**src/rtl/move_serializer_pkg.sv**
```systemverilog
// rtl/move_serializer_pkg.sv - shared piece encodings, FSM states and piece-value table
package move_serializer_pkg;

  localparam int PIECE_W = 10;

  typedef enum logic [1:0] {
    ST_IDLE,
    ST_EMIT,
    ST_DONE
  } state_e;

  localparam logic [2:0] EMPTY  = 3'd0;
  localparam logic [2:0] PAWN   = 3'd1;
  localparam logic [2:0] KNIGHT = 3'd2;
  localparam logic [2:0] BISHOP = 3'd3;
  localparam logic [2:0] ROOK   = 3'd4;
  localparam logic [2:0] QUEEN  = 3'd5;
  localparam logic [2:0] KING   = 3'd6;

  localparam logic [2:0] FILE_A = 3'd0;
  localparam logic [2:0] FILE_B = 3'd1;
  localparam logic [2:0] FILE_C = 3'd2;
  localparam logic [2:0] FILE_D = 3'd3;
  localparam logic [2:0] FILE_E = 3'd4;
  localparam logic [2:0] FILE_F = 3'd5;
  localparam logic [2:0] FILE_G = 3'd6;
  localparam logic [2:0] FILE_H = 3'd7;

  localparam logic [2:0] RANK_ONE   = 3'd0;
  localparam logic [2:0] RANK_TWO   = 3'd1;
  localparam logic [2:0] RANK_THREE = 3'd2;
  localparam logic [2:0] RANK_FOUR  = 3'd3;
  localparam logic [2:0] RANK_FIVE  = 3'd4;
  localparam logic [2:0] RANK_SIX   = 3'd5;
  localparam logic [2:0] RANK_SEVEN = 3'd6;
  localparam logic [2:0] RANK_EIGHT = 3'd7;

  localparam logic WHITE = 1'b0;
  localparam logic BLACK = 1'b1;

  function automatic logic [3:0] piece_value_lut(input logic [2:0] ptype);
    case (ptype)
      PAWN:    piece_value_lut = 4'd1;
      KNIGHT:  piece_value_lut = 4'd3;
      BISHOP:  piece_value_lut = 4'd3;
      ROOK:    piece_value_lut = 4'd5;
      QUEEN:   piece_value_lut = 4'd9;
      KING:    piece_value_lut = 4'd15;
      default: piece_value_lut = 4'd0;
    endcase
  endfunction

endpackage

```
**src/rtl/piece_value.sv**
```systemverilog
// rtl/piece_value.sv - combinational material value of a piece type
module piece_value
  import move_serializer_pkg::*;
(
  input  logic [2:0] ptype_i,
  output logic [3:0] value_o
);

  always_comb begin
    value_o = piece_value_lut(ptype_i);
  end

endmodule

```
**src/rtl/move_serializer.sv**
```systemverilog
// rtl/move_serializer.sv - latches a set of candidate moves and emits the legal ones one per cycle
module move_serializer
  import move_serializer_pkg::*;
#(
  parameter int NUM_SLOTS = 8,
  parameter int SLOT_W    = 20
) (
  input  logic                        clk,
  input  logic                        rst,
  input  logic [NUM_SLOTS*SLOT_W-1:0] move,
  input  logic [NUM_SLOTS-1:0]        move_valid,
  input  logic                        move_load,
  input  logic                        out_ready,
  output logic                        out_valid,
  output logic [SLOT_W-1:0]           out_move,
  output logic                        out_capture,
  output logic [3:0]                  out_value,
  output logic                        busy,
  output logic                        done,
  output logic [3:0]                  move_count
);

  localparam int IDX_W = (NUM_SLOTS > 1) ? $clog2(NUM_SLOTS) : 1;

  state_e               state_q, state_d;
  logic [SLOT_W-1:0]    slots_q [NUM_SLOTS];
  logic [SLOT_W-1:0]    slots_d [NUM_SLOTS];
  logic [NUM_SLOTS-1:0] pending_q, pending_d;
  logic [NUM_SLOTS-1:0] load_mask;
  logic [3:0]           count_q, count_d;
  logic [IDX_W-1:0]     sel_idx;

  // A move onto an occupied square of the mover's own colour is never legal.
  always_comb begin
    load_mask = '0;
    for (int i = 0; i < NUM_SLOTS; i++) begin
      load_mask[i] = move_valid[i] &&
                     !((move[i*SLOT_W+7 +: 3] != EMPTY) &&
                       (move[i*SLOT_W] == move[i*SLOT_W+PIECE_W]));
    end
  end

  always_comb begin
    sel_idx = '0;
    for (int i = NUM_SLOTS - 1; i >= 0; i--) begin
      if (pending_q[i]) sel_idx = IDX_W'(i);
    end
  end

  always_comb begin
    out_valid   = (state_q == ST_EMIT);
    out_move    = out_valid ? slots_q[sel_idx] : '0;
    out_capture = (out_move[9:7] != EMPTY) && (out_move[0] != out_move[PIECE_W]);
    busy        = (state_q != ST_IDLE);
    done        = (state_q == ST_DONE);
    move_count  = count_q;
  end

  piece_value u_piece_value (
    .ptype_i (out_move[9:7]),
    .value_o (out_value)
  );

  always_comb begin
    state_d   = state_q;
    slots_d   = slots_q;
    pending_d = pending_q;
    count_d   = count_q;
    case (state_q)
      ST_IDLE: begin
        if (move_load) begin
          for (int i = 0; i < NUM_SLOTS; i++) slots_d[i] = move[i*SLOT_W +: SLOT_W];
          pending_d = load_mask;
          count_d   = '0;
          state_d   = (|load_mask) ? ST_EMIT : ST_DONE;
        end
      end
      ST_EMIT: begin
        if (out_ready) begin
          pending_d[sel_idx] = 1'b0;
          count_d            = count_q + 4'd1;
          if (pending_d == '0) state_d = ST_DONE;
        end
      end
      ST_DONE: state_d = ST_IDLE;
      default: state_d = ST_IDLE;
    endcase
  end

  always_ff @(posedge clk) begin
    if (rst) begin
      state_q   <= ST_IDLE;
      pending_q <= '0;
      count_q   <= '0;
      for (int i = 0; i < NUM_SLOTS; i++) slots_q[i] <= '0;
    end else begin
      state_q   <= state_d;
      pending_q <= pending_d;
      count_q   <= count_d;
      slots_q   <= slots_d;
    end
  end

endmodule
```
**config.mk**
```make
export PLATFORM = sky130hd
export DESIGN_NAME = move_serializer
export DESIGN_NICKNAME = d
export VERILOG_FILES = /design/src/rtl/move_serializer_pkg.sv /design/src/rtl/piece_value.sv /design/src/rtl/move_serializer.sv
export SDC_FILE = /design/constraint.sdc
export NUM_CORES = 1
export LEC_CHECK = 0
export CORE_UTILIZATION = 52
export DETAILED_ROUTE_END_ITERATION = 8
export PLACE_DENSITY = 0.84
export SLEW_MARGIN = 40
export SYNTH_ARGS = -nofsm -noshare
export SYNTH_HDL_FRONTEND = slang
export SYNTH_HIERARCHICAL = 1
export SYNTH_SLANG_ARGS = --single-unit
```
**constraint.sdc**
```tcl
create_clock -name clk -period 5.7 [get_ports clk]
set_input_delay 1.425 -clock clk [delete_from_list [all_inputs] [get_ports clk]]
set_output_delay 1.425 -clock clk [all_outputs]
set_load 0.01 [all_outputs]
```
==> out/metrics.cfg <==
[synth]
synth_ff_type=dfxtp_1
synthTopCellsByCount=nand2_1, a21oi_1, dfxtp_1
seq_area_frac_synth_pct=44.7
ys_warn_count=6
synth_fp_nets=1213
syn_avg_cell_area_um2=7.49
synth_cell_types=52
synth_area_um2=7790
async_flop_share_pct=0
post-synth-top-count-cell=nand2_1
yosysTopAreaCell=dfxtp_1
ys_seq_elements=174
synthCells=1040
netlist.area_leader.share_pct=44.7
yosys-top-cells-area=dfxtp_1, nand2_1, a21oi_1
synth_edf_count=0

[critical_path]
cp_max_fo=15
path_class=reg -> out
r2r_start=pending_q[4]
regToRegSetupSlack_ps=3020
r2r-end=pending_q[6]
cp.arrival_ps=3590
cp-start-kind=flop
max_stage_delay_ps=630
r2r_cells=6
cp_cell_sequence=nor2_1, a211o_1, nand2_1, o21ai_0, a211oi_1, clkdlybuf4s50_1
crit_required_ps=4280
critPathCaptureType=output port
critical_path.top_delay_family=compound AO/OA/AOI/OAI gates
crit_path_top_delay_cell=dfxtp_1
critPathBufInv=1

[drt]
avgRoutedWirePerCell_um=17.4
dr.pass1.iters=6
initialDrtViolationCount=731
drc=0
wirelength_um=24200
vias=8026
post_drt_via_cell_ratio=5.76
final_antenna_net_count=0

[sta]
relSlewSlack_pct=47.9
setup_ws_ps=685
worst_pin_slew_ps=781
setup-violations-final=0
final_hold_viol_count=0
max_freq_ghz=0.199
rsz0062_at_grt=no
finalCriticalPeriod_ps=5020
skew_ps=7.12
finalCritPeriodShare_pct=88.0
setup_tns_ps=0
slew_violations=0

[floorplanning]
rows=44
die_w_um=124
fp.dieH_um=124
dieArea_um2=15500
ioPinCount=204
core_um2=14600
start_util_pct=53.4

[placement]
placed_area_um2=9860
io_buffers=203
gp_congestion=1.01
dp.cells=1361
hpwl_um=17100
place_ws_ps=1200

[clocking]
htreeDepth=4
cts_tree=done
clkSlewWorstSetupHoldPaths_ps=70
cts.repair.resized=0
insertion_delay_ps=430
clkSinkCount=174
root_buffer=clkbuf_16
postCtsHoldBufs=0
post-cts-setup-buffers=0
clk_path_buf_depth=2
cts_buffers=17

[worst_hold_path]
hold_path_depth=2
worst_hold_path_type=reg -> reg
min-delay-start=slots_q[26]
holdPathEnd=slots_q[26]

[status]
status=finished clean

[finish]
final_nets=1369
ff_latch_area_um2=3480
drive_gt1_share_pct=5.96
fillers=1161
multi_input_area_um2=3960
fin_cells=1394
synthToLayoutAreaGrowth_pct=33.9
final_area_um2=10400

[pwr]
switchingPower_w=0.00109
combPwrFrac_pct=26.5
p_total_w=0.00346
pwr-share-clk_pct=32.8
power_switching_share_pct=31.6
power.leakage_nw=3.93
power.density_nw_per_um2=332
intPower_w=0.00237
ir_drop_mv=0.257
seqPwrFrac_pct=40.7

[grt]
antenna_found_initial=1
grt_pass1_vias=7449
grt_pass1_wl_um=38400
overflow=0
track_usage_pct=31.2
grt_max_degree=77

[flow_run]
drv_cap=0

-- worst register-to-register path: cells and delay by family, from the launching register on --
kind             cells  cell delay [ps]
AO/OA/AOI/OAI        3              990
flip-flops           1              630
AND/OR/NAND/NOR      3              920
-- state kept, by name (all words and copies together) (netlist names) --
signal      count
pending_q       8
state_q         2
move_count      4
slots_q       160
-- cell families after synthesis --
kind of cell / count (synthesis) / synth area share [%]
muxes: 24 / 3.15
buffers and inverters: 91 / 4.74
xor gates and xnor gates: 12 / 1.35
and+or+nand+nor: 450 / 23.7
AOI/OAI and AO/OA: 288 / 22.2
adders and majority gates: 1 / 0.161
DFF: 174 / 44.7
-- cells in the final DEF, fill, tap and decap left out, types with 5 or more instances in the layout --
cell,netlist,final
a21oi_1,191,190
xor2_1,12,12
buf_4,0,17
inv_1,8,8
nand2_1,337,336
dfxtp_1,174,174
o221ai_1,27,27
a221oi_1,6,6
nor3_1,20,20
o21ai_0,18,18
nor2_1,56,56
o221a_2,6,6
mux2i_1,20,20
clkdlybuf4s50_1,0,202
a211oi_1,5,5
a22oi_1,6,6
nor2b_1,16,15
clkbuf_16,0,17
a21o_1,8,8
-- area by class of cell --
cell class | instances | share of cell area [%]
multi-input cells | 775 | 38.0
flip-flops and latches | 174 | 33.4
repair buffers | 219 | 20.6
clock buffers | 19 | 4.15
well taps | 184 | 2.21
clock inverters | 13 | 1.34
inverters | 9 | 0.324
diodes | 1 | 0.0240
-- worst max path at each step --
stage,end,slack [ps],cells past startpoint,from
after CTS,out_value[0],740,8,pending_q[4]
after floorplan,out_value[3],1990,8,pending_q[5]
final,out_move[1],680,6,pending_q[3]
after global placement,out_value[0],1240,8,pending_q[4]
after detailed placement,out_value[0],1200,8,pending_q[4]
after global routing,out_capture,500,8,pending_q[4]
-- layer usage --
metal	global-route usage (%)	routed length, um
met2	48.7	11100
met1	41.1	10300
met3	5.88	1770
met5	0	0
met4	15.8	990
-- per-stage QoR --
step	hold slack, ps	util, %
CTS	455	71.5
detailed placement	447	67.6
global route	472	71.5
global placement	439	67.5
floorplan	432	-
finish	457	71.5
-- power by group through the flow --
stage | clock (W) | combinational, W | sequential (W)
final | 0.00114 | 0.000918 | 0.00141
after global routing | 0.00119 | 0.000997 | 0.00142
after CTS | 0.00115 | 0.000909 | 0.00141
after detailed placement | 0 | 0.000904 | 0.00143
after global placement | 0 | 0.000894 | 0.00143
after floorplan | 0 | 0.000569 | 0.00140
Note: power is estimated with default switching activity, not from simulation.
